File: src/rtl/bit_scan_seq.sv
// rtl/bit_scan_seq.sv - scans a captured vector and emits one beat per set bit
module bit_scan_seq #(
  parameter int WIDTH = 8,
  localparam int IDXW = (WIDTH > 1) ? $clog2(WIDTH) : 1
) (
  input  logic             clk,
  input  logic             rst,
  input  logic             in_valid,
  output logic             in_ready,
  input  logic [WIDTH-1:0] in_data,
  input  logic             in_msb_first,
  output logic             out_valid,
  input  logic             out_ready,
  output logic [IDXW-1:0]  out_idx,
  output logic             out_last,
  output logic             out_empty
);

  typedef enum logic [1:0] {
    S_IDLE  = 2'd0,
    S_SCAN  = 2'd1,
    S_EMPTY = 2'd2
  } state_t;

  state_t           state_q;
  logic [WIDTH-1:0] rem_q;
  logic             mode_q;
  logic             out_valid_q;
  logic [IDXW-1:0]  out_idx_q;
  logic             out_last_q;
  logic             out_empty_q;

  // rem_q always includes the bit currently on out_idx; rem_d drops it
  logic [WIDTH-1:0] rem_d;
  logic [WIDTH-1:0] scan_vec;
  logic             scan_msb;
  logic [IDXW-1:0]  pick_idx;
  logic             pick_single;

  assign in_ready  = (state_q == S_IDLE) && !rst;
  assign out_valid = out_valid_q;
  assign out_idx   = out_idx_q;
  assign out_last  = out_last_q;
  assign out_empty = out_empty_q;

  // Select the vector whose next beat is being prepared and find its next set bit
  always_comb begin
    rem_d = rem_q;
    for (int i = 0; i < WIDTH; i++) begin
      if (IDXW'(i) == out_idx_q) rem_d[i] = 1'b0;
    end

    scan_vec = (state_q == S_IDLE) ? in_data : rem_d;
    scan_msb = (state_q == S_IDLE) ? in_msb_first : mode_q;

    pick_idx = '0;
    if (scan_msb) begin
      for (int i = 0; i < WIDTH; i++) begin
        if (scan_vec[i]) pick_idx = IDXW'(i);
      end
    end else begin
      for (int i = WIDTH - 1; i >= 0; i--) begin
        if (scan_vec[i]) pick_idx = IDXW'(i);
      end
    end

    pick_single = (scan_vec != '0) && ((scan_vec & (scan_vec - WIDTH'(1))) == '0);
  end

  // Control FSM with registered beat outputs, advanced on each accepted beat
  always_ff @(posedge clk) begin
    if (rst) begin
      state_q     <= S_IDLE;
      rem_q       <= '0;
      mode_q      <= 1'b0;
      out_valid_q <= 1'b0;
      out_idx_q   <= '0;
      out_last_q  <= 1'b0;
      out_empty_q <= 1'b0;
    end else begin
      case (state_q)
        S_IDLE: begin
          if (in_valid) begin
            rem_q       <= in_data;
            mode_q      <= in_msb_first;
            out_valid_q <= 1'b1;
            if (in_data != '0) begin
              state_q     <= S_SCAN;
              out_idx_q   <= pick_idx;
              out_last_q  <= pick_single;
              out_empty_q <= 1'b0;
            end else begin
              state_q     <= S_EMPTY;
              out_idx_q   <= '0;
              out_last_q  <= 1'b1;
              out_empty_q <= 1'b1;
            end
          end
        end
        S_SCAN: begin
          if (out_ready) begin
            rem_q <= rem_d;
            if (out_last_q) begin
              state_q     <= S_IDLE;
              out_valid_q <= 1'b0;
              out_idx_q   <= '0;
              out_last_q  <= 1'b0;
            end else begin
              out_idx_q  <= pick_idx;
              out_last_q <= pick_single;
            end
          end
        end
        S_EMPTY: begin
          if (out_ready) begin
            state_q     <= S_IDLE;
            out_valid_q <= 1'b0;
            out_last_q  <= 1'b0;
            out_empty_q <= 1'b0;
          end
        end
        default: begin
          state_q     <= S_IDLE;
          out_valid_q <= 1'b0;
        end
      endcase
    end
  end

endmodule

File: config.mk
export PLATFORM = sky130hd
export DESIGN_NAME = bit_scan_seq
export DESIGN_NICKNAME = d
export VERILOG_FILES = /design/src/rtl/bit_scan_seq.sv
export SDC_FILE = /design/constraint.sdc
export NUM_CORES = 1
export LEC_CHECK = 0
export ABC_AREA = 1
export CAP_MARGIN = 20
export CORE_ASPECT_RATIO = 1.2
export CORE_MARGIN = 5
export CORE_UTILIZATION = 54
export DETAILED_ROUTE_END_ITERATION = 10
export PLACE_DENSITY = 0.9
export SLEW_MARGIN = 40
export SYNTH_ARGS = -nofsm -noshare
export SYNTH_HDL_FRONTEND = slang
export SYNTH_SLANG_ARGS = --single-unit
File: constraint.sdc
create_clock -name clk -period 2.1 [get_ports clk]
set_input_delay 0.525 -clock clk [delete_from_list [all_inputs] [get_ports clk]]
set_output_delay 0.525 -clock clk [all_outputs]
set_load 0.01 [all_outputs]
==> flow_results.xml <==
<?xml version="1.0" encoding="UTF-8"?>
<metrics>
  <group name="critical_path">
    <metric name="crit_path_cell_trace" unit="">inv_1 &gt; ha_1 &gt; inv_2 &gt; nor2_1 &gt; dlygate4sd2_1</metric>
    <metric name="max_stage_delay" unit="ns">0.34</metric>
    <metric name="req_time_crit_path" unit="ns">1.57</metric>
    <metric name="start_kind" unit="">flop</metric>
    <metric name="timing.rr.start" unit="">state_q[0]$_SDFFE_PP0P_</metric>
    <metric name="timing.critical_path.from" unit="">state_q[0]$_SDFFE_PP0P_</metric>
    <metric name="crit_path_top_delay_cell" unit="">dfxtp_1</metric>
    <metric name="cp_arrival" unit="ns">1.44</metric>
    <metric name="critical_path.top_delay_family" unit="">buffers and inverters</metric>
    <metric name="crit_fanout" unit="">3</metric>
    <metric name="cp_num_buf_inv" unit="">3</metric>
    <metric name="type_of_element_capturing_the_critical_path" unit="">primary output</metric>
    <metric name="worstSetupPathType" unit="">reg2out</metric>
  </group>
  <group name="timing">
    <metric name="rsz0062_at_grt" unit="">no</metric>
    <metric name="report.final.hold_viol_count" unit="">0</metric>
    <metric name="skew" unit="ns">0.00701</metric>
    <metric name="maxSlewHeadroom" unit="">0.740</metric>
    <metric name="worst_pin_slew" unit="ns">0.379</metric>
    <metric name="fmaxAchievable" unit="GHz">0.509</metric>
    <metric name="final_max_slew_viol_count" unit="">0</metric>
    <metric name="timing.final.setup_violations" unit="">0</metric>
    <metric name="setup_total_negative_slack" unit="ns">0</metric>
    <metric name="period_share" unit="">0.935</metric>
    <metric name="final.min_clock_period" unit="ns">1.96</metric>
  </group>
  <group name="cells_and_area">
    <metric name="final_core_util" unit="">0.688</metric>
    <metric name="drive_gt1_frac" unit="">0.112</metric>
    <metric name="fillerInstances" unit="">218</metric>
    <metric name="final_design_area_no_fill" unit="sq mm">0.00162</metric>
    <metric name="antenna_cells" unit="">0</metric>
    <metric name="final-instance-count-excl-fill" unit="">280</metric>
    <metric name="nNetsFinal" unit="">267</metric>
    <metric name="synthToLayoutAreaGrowth" unit="%">20.1</metric>
  </group>
  <group name="yosys">
    <metric name="mappedNetlistNets" unit="">244</metric>
    <metric name="netlist_top_cells_area" unit="">dfxtp_1 (25%), nand2_1 (23%), nand3_1 (8.9%)</metric>
    <metric name="synth_warnings" unit="">0</metric>
    <metric name="avgSynthCellArea" unit="sq um">5.94</metric>
    <metric name="synth_seq_area_share" unit="">0.253</metric>
    <metric name="synth_cell_type_count" unit="">30</metric>
    <metric name="ranking_of_synthesized_cells_by_instance_count" unit="">nand2_1 (83), nand3_1 (24), a21oi_1 (22), dfxtp_1 (17), inv_1 (17)</metric>
    <metric name="post_synth_instance_area" unit="sq mm">0.00135</metric>
    <metric name="main_synth_ff_type" unit="">dfxtp_1</metric>
    <metric name="synth_top_area_frac" unit="">0.253</metric>
    <metric name="postSynth.asyncResetShare" unit="">0</metric>
    <metric name="yosysTopAreaCell" unit="">dfxtp_1</metric>
    <metric name="postSynthRegisterBits" unit="">17</metric>
    <metric name="synth.most_common_cell" unit="">nand2_1</metric>
    <metric name="synth-edff-count" unit="">0</metric>
    <metric name="cells_after_synthesis" unit="">227</metric>
  </group>
  <group name="routing">
    <metric name="finalWirelength" unit="mm">3.27</metric>
    <metric name="route.vias.total" unit="">1465</metric>
    <metric name="drt-initial-drc-count" unit="">61</metric>
    <metric name="routed_via_density" unit="">5.23</metric>
    <metric name="drt_first_pass_iters" unit="">4</metric>
    <metric name="antenna_left" unit="">0</metric>
    <metric name="drc_errors" unit="">0</metric>
    <metric name="drt-wirelength-per-cell" unit="um">11.7</metric>
  </group>
  <group name="clock_tree">
    <metric name="cts_tree" unit="">done</metric>
    <metric name="post_cts_buffers" unit="">0</metric>
    <metric name="clk-insertion-delay-late" unit="ns">0.30</metric>
    <metric name="postCtsHoldBufs" unit="">0</metric>
    <metric name="numCtsBuffers" unit="">3</metric>
    <metric name="clk_transition_reported_paths" unit="ns">0.11</metric>
    <metric name="clockBufferDepth" unit="">2</metric>
    <metric name="htreeDepth" unit="">1</metric>
    <metric name="numClockSinks" unit="">17</metric>
    <metric name="cts_root_buf" unit="">clkbuf_4</metric>
  </group>
  <group name="floorplan">
    <metric name="start_util" unit="">0.573</metric>
    <metric name="std_cell_rows" unit="">19</metric>
    <metric name="core_area" unit="sq mm">0.00235</metric>
    <metric name="dieWidth" unit="um">55.6</metric>
    <metric name="io_pins" unit="">20</metric>
    <metric name="die_h" unit="um">64.7</metric>
    <metric name="floorplan.die_area" unit="sq mm">0.00360</metric>
  </group>
  <group name="global_routing">
    <metric name="grt_overflow" unit="">0</metric>
    <metric name="grt_antenna_before_repair" unit="">0</metric>
    <metric name="largest_net_degree_at_the_start_of_global_routing" unit="">19</metric>
    <metric name="grtUsageTotal" unit="">0.191</metric>
    <metric name="grt_pass1_wl" unit="mm">5.71</metric>
    <metric name="grt_pass1_vias" unit="">1313</metric>
  </group>
  <group name="pwr">
    <metric name="total_power" unit="mW">1.36</metric>
    <metric name="power-per-cell-area" unit="mW/mm^2">842</metric>
    <metric name="power_leakage" unit="nW">0.717</metric>
    <metric name="vdd_ir_drop_max" unit="mV">0.573</metric>
  </group>
  <group name="hold_path">
    <metric name="hold_path.class" unit="">reg2reg</metric>
    <metric name="min_from" unit="">rem_q[5]$_SDFFE_PP0P_</metric>
  </group>
  <group name="placement">
    <metric name="hpwlAfterDp" unit="mm">2.55</metric>
    <metric name="dp.cells" unit="">276</metric>
    <metric name="placement.io_buffers" unit="">19</metric>
    <metric name="dpl-instance-area" unit="sq mm">0.00159</metric>
    <metric name="gp_congestion" unit="">0.946</metric>
  </group>
  <group name="job">
    <metric name="max_cap_violations" unit="">0</metric>
  </group>
  <group name="run_status">
    <metric name="run_status" unit="">completed</metric>
  </group>
</metrics>
worst min-delay path, delay by kind of cell (launching register included):
family	cells	cell delay, ns
compound gates	1	0.05
flops	1	0.32
simple gates	1	0.06
state kept, by name, indices dropped and copies added (netlist names):
signal and cells:
mode_q 1, out_empty 1, out_idx 3, out_last 1, out_valid 1, rem_q 8
state_q 2
metrics by stage:
step | hold slack (ns) | worst slack (ns)
after global routing | 0.492 | 0.0199
final | 0.472 | 0.137
after detailed placement | 0.458 | -0.102
after CTS | 0.475 | 0.133
after global placement | 0.448 | -0.0980
after floorplan | 0.443 | 0.358
area by class of cell:
type,instances,area (sq um),area share
multi-input combinational,181,885,0.546
sequential,17,340,0.210
inverter,22,82.6,0.0510
timing repair buffer,25,246,0.152
tap,31,38.8,0.0240
clock buffer,4,26.3,0.0162
layer usage:
| layer | GRT usage | vias up | share of wire |
|---|---|---|---|
| li1 | - | 776 | - |
| met1 | 0.251 | 639 | 0.46 |
| met2 | 0.322 | 44 | 0.47 |
| met3 | 0.0198 | 6 | 0.051 |
| met4 | 0.0729 | 0 | 0.019 |
| met5 | 0 | - | 0 |
worst paths after layout:
kind,to,slack (ns),cells after the start
worst max register to register,state_q[0]$_SDFFE_PP0P_,0.21,9
worst min-delay path,rem_q[5]$_SDFFE_PP0P_,0.47,2
worst min register to register,rem_q[5]$_SDFFE_PP0P_,0.47,2
worst max-delay path,in_ready,0.14,5
power breakdown:
part           total [mW]  switching [mW]  internal (mW)
clock               0.187           0.113         0.0742
sequential          0.436          0.0562          0.380
combinational       0.739           0.445          0.294
cells in the final DEF, fill, tap and decap left out, types with 2 or more instances in the layout:
master | synthesis | layout
nand3_1 | 24 | 24
or2_2 | 2 | 2
o211ai_1 | 3 | 3
inv_1 | 17 | 17
inv_2 | 4 | 4
a21oi_1 | 22 | 22
or2_1 | 2 | 2
o21ai_0 | 7 | 7
a311oi_1 | 2 | 2
clkdlybuf4s50_1 | 0 | 18
nor2_1 | 14 | 14
clkbuf_4 | 0 | 3
buf_4 | 2 | 5
a21oi_2 | 2 | 2
ha_1 | 4 | 4
o21ai_1 | 2 | 2
dfxtp_1 | 17 | 17
nand2_2 | 6 | 7
nand2_1 | 83 | 82
kinds of logic after synthesis:
kind of cell	after synthesis	synth area share
AO/OA/AOI/OAI	41	0.181
adder cells (fa/ha/maj)	4	0.0371
buffers and inverters	29	0.0928
flip-flops	17	0.253
multiplexers	1	0.00743
AND/OR/NAND/NOR	135	0.429
repair_timing:
action | 4_1_cts | 5_1_grt
pin swaps | 0 | 0
gates resized for setup | 1 | 1
gates cloned | 0 | 0
endpoints found under the hold margin | 0 | 0
setup endpoints to repair | 1 | 1
No activity file was read; power rests on OpenSTA's default activity.
